==> src/rtl/mem_tg_chan_seq.sv <==
// ---------------------------------------------------------------------------
// mem_tg_chan_seq
//
// Per-channel run sequencer between the memory traffic-generator CSR block
// and the per-channel traffic generators. A write to MEM_TG_CTRL launches
// every channel whose tg_init_n bit is written as 0. Each channel then runs
// its own IDLE -> START -> RUN -> DONE sequence. It issues a single start
// pulse, guards the run with a watchdog timeout, and keeps its results
// sticky until the next launch.
//
// Optional feature (macro MEM_TG_PERF_CNT_EN):
//   defined   - tg_elapsed[i] captures the RUN cycle count when channel i
//               finishes (by complete or timeout), cleared on launch.
//   undefined - tg_elapsed is tied to 0 and no elapsed registers exist.
//
// Ports:
//   clk           clock
//   rst           asynchronous reset, active-high
//   csr_ctrl_wr   one-cycle pulse when MEM_TG_CTRL is written
//   csr_ctrl_data write data, bit i = tg_init_n for channel i
//   tg_start      one-cycle start pulse per launched channel
//   tg_complete   TG i test complete, only looked at while in RUN
//   tg_pass_in    TG i pass, qualified by tg_complete[i]
//   tg_fail_in    TG i fail, qualified by tg_complete[i]
//   tg_stat       channel i at [4i+3:4i] = {pass, fail, timeout, active}
//   busy          OR of all active bits
//   tg_elapsed    per-channel run length, TO_CNT_W bits per channel
// ---------------------------------------------------------------------------
module mem_tg_chan_seq #(
    parameter int          NUM_CH         = 4,
    parameter logic [31:0] TIMEOUT_CYCLES = 32'd1_000_000,
    parameter int          TO_CNT_W       = 32
) (
    input  logic                         clk,
    input  logic                         rst,
    input  logic                         csr_ctrl_wr,
    input  logic [NUM_CH-1:0]            csr_ctrl_data,
    output logic [NUM_CH-1:0]            tg_start,
    input  logic [NUM_CH-1:0]            tg_complete,
    input  logic [NUM_CH-1:0]            tg_pass_in,
    input  logic [NUM_CH-1:0]            tg_fail_in,
    output logic [4*NUM_CH-1:0]          tg_stat,
    output logic                         busy,
    output logic [TO_CNT_W*NUM_CH-1:0]   tg_elapsed
);

    typedef enum logic [1:0] {
        IDLE  = 2'd0,
        START = 2'd1,
        RUN   = 2'd2,
        DONE  = 2'd3
    } ch_state_e;

    // Counter value seen in the last RUN cycle before a timeout fires.
    localparam logic [TO_CNT_W-1:0] TO_LAST  = TO_CNT_W'(TIMEOUT_CYCLES - 32'd1);
    localparam logic                TO_EN    = (TIMEOUT_CYCLES != 32'd0);

    logic [NUM_CH-1:0] active_vec;

    for (genvar i = 0; i < NUM_CH; i++) begin : g_ch
        ch_state_e             state;
        ch_state_e             state_next;
        logic [TO_CNT_W-1:0]   cnt;
        logic [TO_CNT_W-1:0]   cnt_sat;
        logic                  pass_q;
        logic                  fail_q;
        logic                  to_q;
        logic                  launch;
        logic                  hit_to;
        logic                  start_o;
        logic                  active_o;

        assign launch  = csr_ctrl_wr & ~csr_ctrl_data[i];
        assign hit_to  = TO_EN && (cnt == TO_LAST);
        // The count sticks at all-ones rather than wrapping.
        assign cnt_sat = (&cnt) ? cnt : cnt + TO_CNT_W'(1);

        // State register
        always_ff @(posedge clk or posedge rst) begin
            if (rst) begin
                state <= IDLE;
            end else begin
                state <= state_next;
            end
        end

        // Next-state logic; launches in START or RUN are deliberately ignored
        always_comb begin
            state_next = state;
            case (state)
                IDLE, DONE: if (launch) state_next = START;
                START:      state_next = RUN;
                RUN:        if (tg_complete[i] || hit_to) state_next = DONE;
                default:    state_next = IDLE;
            endcase
        end

        // Run counter and sticky result bits. When complete and timeout
        // coincide, complete takes priority and timeout stays clear.
        always_ff @(posedge clk or posedge rst) begin
            if (rst) begin
                cnt    <= '0;
                pass_q <= 1'b0;
                fail_q <= 1'b0;
                to_q   <= 1'b0;
            end else begin
                case (state)
                    IDLE, DONE: begin
                        if (launch) begin
                            cnt    <= '0;
                            pass_q <= 1'b0;
                            fail_q <= 1'b0;
                            to_q   <= 1'b0;
                        end
                    end
                    RUN: begin
                        cnt <= cnt_sat;
                        if (tg_complete[i]) begin
                            pass_q <= tg_pass_in[i] & ~tg_fail_in[i];
                            fail_q <= tg_fail_in[i];
                            to_q   <= 1'b0;
                        end else if (hit_to) begin
                            to_q   <= 1'b1;
                        end
                    end
                    default: ;
                endcase
            end
        end

        // Output decode straight from the state flops
        always_comb begin
            start_o  = (state == START);
            active_o = (state == START) || (state == RUN);
        end

        assign tg_start[i]        = start_o;
        assign active_vec[i]      = active_o;
        assign tg_stat[4*i +: 4]  = {pass_q, fail_q, to_q, active_o};

`ifdef MEM_TG_PERF_CNT_EN
        logic [TO_CNT_W-1:0] elapsed_q;

        // Capture the RUN length on the way into DONE, clear on relaunch
        always_ff @(posedge clk or posedge rst) begin
            if (rst) begin
                elapsed_q <= '0;
            end else if ((state == IDLE || state == DONE) && launch) begin
                elapsed_q <= '0;
            end else if (state == RUN && (tg_complete[i] || hit_to)) begin
                elapsed_q <= cnt_sat;
            end
        end

        assign tg_elapsed[TO_CNT_W*i +: TO_CNT_W] = elapsed_q;
`endif
    end

`ifndef MEM_TG_PERF_CNT_EN
    assign tg_elapsed = '0;
`endif

    assign busy = |active_vec;

endmodule

==> config.mk <==
export PLATFORM = sky130hd
export DESIGN_NAME = mem_tg_chan_seq
export DESIGN_NICKNAME = d
export VERILOG_FILES = /design/src/rtl/mem_tg_chan_seq.sv
export SDC_FILE = /design/constraint.sdc
export NUM_CORES = 1
export LEC_CHECK = 0
export ABC_AREA = 0
export BUFFER_PORTS_ARGS = -buffer_cell sky130_fd_sc_hd__buf_4
export CORE_MARGIN = 2
export CORE_UTILIZATION = 59
export CTS_BUF_LIST = sky130_fd_sc_hd__clkbuf_2 sky130_fd_sc_hd__clkbuf_4 sky130_fd_sc_hd__clkbuf_8
export DETAILED_ROUTE_END_ITERATION = 12
export MAX_ROUTING_LAYER = met4
export PLACE_DENSITY = 0.88
export RECOVER_POWER = 50
export SETUP_SLACK_MARGIN = 0.5
export SYNTH_ARGS = -nofsm -noshare
export SYNTH_HDL_FRONTEND = slang
export SYNTH_SLANG_ARGS = --single-unit
export TNS_END_PERCENT = 20
==> constraint.sdc <==
create_clock -name clk -period 5.9 [get_ports clk]
set_clock_uncertainty 0.15 [all_clocks]
set_input_delay 0.59 -clock clk [delete_from_list [all_inputs] [get_ports clk]]
set_output_delay 0.59 -clock clk [all_outputs]
set_load 0.005 [all_outputs]
# Word-level counts from Yosys, hierarchy flattened
# Cells that the tools add are included.
# totals
reg_bits,148
latchBits,0
ramBits,0
romBits,0
input_bits,19
elab_cells,173
mem_count,0
# op_classes
n_addsub,4
mul,0
div_mod_pow,0
order_cmp,0
eq_ne,36
shifts,0
muxes,56
n_bitwise,16
n_reduce_logical,41
# ops
cell,n
$mux 32,8
$pmux 32 s2,4
$add 32x1->32 const B,4
$eq 32x20->1 const B,4
$reduce_and 32->1,4
$reduce_and 3->1,12
$ne 2x2->1 const B,16
$pmux 1 s2,12
$pmux 2 s3,4
$mux 1,20
$eq 2x2->1 const B,8
$mux 2,8
$ne 3x3->1 const B,4
$and 1x1->1,8
$eq 2x1->1 const B,4
$logic_not 2->1,4
$logic_or 1x1->1,8
$not 1->1,8
$reduce_and 2->1,4
$reduce_bool 2->1,4
$reduce_or 2->1,4
$reduce_or 4->1,1

# Logic depth before layout (Yosys ltp)
# depth
ltp_word,4
mapped_depth,10

# Worst setup path before layout
# No wires, ideal clock.
# synth_timing
path_kind,flip-flop to flip-flop
start,register g_ch[2].state[0]
end,register g_ch[2].cnt[29]
setup_time_ps,76
arrival_ps,2275
required_time_ps,5674
slack_ps,3398
stages_incl_launch_ff,9
path_buffers,1
period_less_slack_ps,2502
path_cell_list,dfrtp_1 > inv_1 > ha_1 > mux2_4 > a41o_1 > or2_1 > buf_2 > or4_1 > o21ai_1
# synth_between
elab_chain_len,4
elab_cells_between_ends,9
# synth_rtl
element,line,source
from (decl),61,ch_state_e state;
from (signal assigned),83,state <= state_next;
$eq 2x2->1 / $logic_not 2->1 (equally long branches),107,case (state)
$reduce_or 2->1,107,
$ne 2x2->1 (no source line) / $reduce_bool 2->1 (equally long branches),--,
$reduce_and 3->1 (no source line),--,
to (signal assigned),117,cnt <= cnt_sat;
to (decl),63,logic [TO_CNT_W-1:0] cnt;
# Parallel ways exist; a longest one is shown, timed or not.
# A chain may end at the register's enable or synchronous reset.

==> metrics.md <==
| Metric | Value |
|---|---|
| FF+latch count, synth | 148 |
| Final Hold Viols | 0 |
| CTS H-tree lvls | 4 |
| Outcome | finished, violations left |
| Post-CTS Hold Fix Bufs | 0 |
| Hold WC Path Type | in -> reg |
| Area Overhead vs Synth | 2.37% |
| GPL Wtd Cong | 0.924 |
| Layout Cells excl Fill | 1,415 |
| Die Wd | 134 um |
| Multi-input gate area | 0.00527 mm2 |
| Critical Path, Cell by Cell | clkbuf_4 -> clkinvlp_2 -> clkbuf_2 |
| Crit-path slowest cell | clkinvlp_2 |
| Pwr dens | 327 mW/mm2 |
| N_diodes | 0 |
| Drt first pass iters | 6 |
| Max Fanout on Critical Path | 90 |
| CTS tree | yes |
| Clock latency at the later pin of the worst-skew pair | 0.47 ns |
| Fin crit period | 4.17 ns |
| Average wire per standard cell | 16.1 um |
| Total Die Area | 0.0179 mm2 |
| Drt total wl | 22.7 mm |
| Leak Pwr | 0.00438 uW |
| WP buf/inv | 3 |
| Postcts setup bufs | 0 |
| Via count | 8,727 |
| CP Class | in -> async |
| Number of fill cells | 1,388 |
| Final net count | 1,217 |
| Die H | 134 um |
| Core Area | 0.0165 mm2 |
| Slew headroom | -1.60 |
| Final core utilization | 0.616 |
| Worst setup EP type | asynchronous set/reset pin |
| CP Data Required Time | 6.07 ns |
| Cell count after synthesis | 1,191 |
| Gr ovfl total | 0 |
| Final setup TNS | 0 ns |
| I/O pin count | 168 |
| Detail Placement HPWL | 15.5 mm |
| Async S/R FF share, synth | 1.00 |
| Clock slew at reported path FFs | 0.08 ns |
| Hold Startpoint | tg_complete[1] |
| Initial core utilization | 0.602 |
| Mapped Area | 0.00994 mm2 |
| Top delay family on crit path | buffers and inverters |
| Startpoint Class | input pin |
| Cell row count | 47 |
| Sequential share of the synthesized area | 0.372 |
| Sequential cell area | 0.00370 mm2 |
| Worst Setup SP | rst |
| Unrepaired setup endpoints after global routing | false |
| Gr usage total | 0.260 |
| Final clock period utilization by the worst path | 0.707 |
| Via density | 6.17 |
| Worst Tran Pin Value | 3.88 ns |
| Netlist cell types | 68 |
| Top_reg_cell synth | dfrtp_1 |
| Total CTS buffers | 17 |
| Port buffer count | 39 |
| Max Cap Violations | 2 |
| Worst r2r src | g_ch[1].state[0] |
| Layout cells sized above 1 | 0.0736 |
| Setup slack, reg-to-reg | 2.00 ns |
| Number of remaining DRC errors | 0 |
| Maximum number of pins on one net before global-route repair | 91 |
| Cts repair resizes | 0 |
| CTS Buffer Depth | 2 |
| Dpl ws | 2.13 ns |
| Synth warnings | 0 |
| Final-report setup violation count | 0 |
| Post-synth EDFFs | 0 |
| Final WS setup | 1.73 ns |
| Synthesized area per cell | 8.35 um2 |
| Initial antenna violation count | 0 |
| Peak Freq | 240 MHz |
| Worst ir drop on vdd | 0.323 mV |
| CTS sink cnt | 148 |
| DR iter-0 viols | 1,275 |
| DRT antenna net count | 0 |
| Slew Viols, Final | 150 |
| Global-route wire length before repair | 37.1 mm |
| Root Buffer | clkbuf_8 |
| Arrival @ worst endpoint | 4.34 ns |
| Violated checks | max-capacitance violations, max-slew violations |
| Crit-path max cell delay | 2.19 ns |
| Vias in the first global route | 7,774 |
| Dpl cells | 1,383 |
| Final hold slack | 0.224 ns |
registers in the layout (all words and copies together), names as in the netlist:
signal       cells
g_ch.cnt       128
g_ch.fail_q      4
g_ch.pass_q      4
g_ch.state       8
g_ch.to_q        4
worst paths after layout:
check / to / cells past startpoint
worst max register to register: g_ch[1].cnt[23] / 7
worst min register to register: g_ch[2].pass_q / 2
max in group clk: g_ch[1].cnt[23] / 7
worst min-delay path: g_ch[1].fail_q / 2
min in group asynchronous: g_ch[1].pass_q / 2
worst max-delay path: g_ch[1].cnt[25] / 3
metal layers:
metal,wire (um),vias to the layer above,GRT usage
met1,10100,4189,0.355
met4,390,0,0.0833
met5,0,-,-
met3,1520,46,0.0518
met2,10700,396,0.393
li1,-,4096,-
logic make-up after synthesis:
kind of cell,count (synthesis),share of synthesized area
AOI/OAI and AO/OA,324,0.205
xor gates and xnor gates,1,0.000881
adders and majority gates,16,0.0201
buffers and inverters,234,0.145
DFF,148,0.372
muxes,15,0.0157
other,1,0.000377
and+or+nand+nor,452,0.240
Yosys cell counts, types with 3 or more instances:
library cell	number	share of area
and4_1	9	0.0079
a41oi_1	4	0.0035
o31ai_1	48	0.036
a21boi_0	3	0.0023
nor4b_1	5	0.0044
or4_1	5	0.0038
nor3b_1	3	0.0023
and3_1	26	0.016
a21o_1	12	0.0091
nor4_2	3	0.0038
o211ai_1	14	0.011
nor4_1	23	0.014
nand4b_1	3	0.0026
nand4_1	40	0.025
ha_1	16	0.020
nor3_1	31	0.016
nand3_1	71	0.036
a32o_1	4	0.0040
a31oi_1	23	0.014
nor2b_1	4	0.0025
a21oi_1	49	0.025
o41ai_1	10	0.0088
nand3b_1	3	0.0023
inv_1	37	0.014
or3_1	20	0.013
mux2i_1	13	0.013
o21a_1	9	0.0068
a41o_1	3	0.0030
nand2_1	113	0.043
and2_1	16	0.010
buf_4	148	0.11
clkbuf_1	38	0.014
buf_2	9	0.0045
dfrtp_1	148	0.37
nand2b_1	8	0.0050
o21ai_1	10	0.0050
o21ai_0	112	0.056
o311ai_0	4	0.0035
nor2_1	57	0.022
layout by cell type (no fill, tap or decap), types with 5 or more instances in the layout:
cell / instances
dfrtp_1: 148
conb_1: 128
nand2_1: 113
o21ai_0: 112
nand3_1: 71
nor2_1: 57
a21oi_1: 49
o31ai_1: 48
nand4_1: 40
inv_1: 36
nor3_1: 31
buf_4: 27
and3_1: 26
nor4_1: 23
a31oi_1: 23
clkbuf_8: 23
or3_1: 20
and2_1: 16
ha_1: 16
o211ai_1: 14
mux2i_1: 13
a21o_1: 12
clkbuf_4: 11
o41ai_1: 10
o21ai_1: 10
and4_1: 9
o21a_1: 9
nand2b_1: 8
or4_1: 5
nor4b_1: 5
bufinv_16: 5
stage by stage:
stage | power (uW) | instance area [um2]
floorplan | 2150 | 10400
CTS | 3320 | 10200
global route | 3520 | 10200
finish | 3330 | 10200
detailed placement | 2370 | 9710
global placement | 2330 | 9710
report_power, final:
group / switching (uW) / internal (uW) / leakage, uW
Combinational: 757 / 380 / 0.00210
Sequential: 115 / 1110 / 0.00203
Clock: 395 / 569 / 0.000252
Total: 1270 / 2060 / 0.00438
final cells by class:
cell class | instances | share of cell area
Multi-Input combinational cell | 936 | 0.518
Timing Repair Buffer | 41 | 0.0293
Sequential cell | 148 | 0.364
Clock buffer | 23 | 0.0311
Inverter | 38 | 0.0141
Tap cell | 220 | 0.0270
Clock inverter | 9 | 0.0167
worst reg2reg max path, delay by kind of cell (launching register included):
kind	cells	cell delay (ns)
AND/OR/NAND/NOR	1	0.72
multiplexers	1	0.72
AO/OA/AOI/OAI	2	0.57
buffers and inverters	2	0.61
adder cells (fa/ha/maj)	1	0.58
flip-flops	1	0.41
Power figures use the tool's default switching activity.
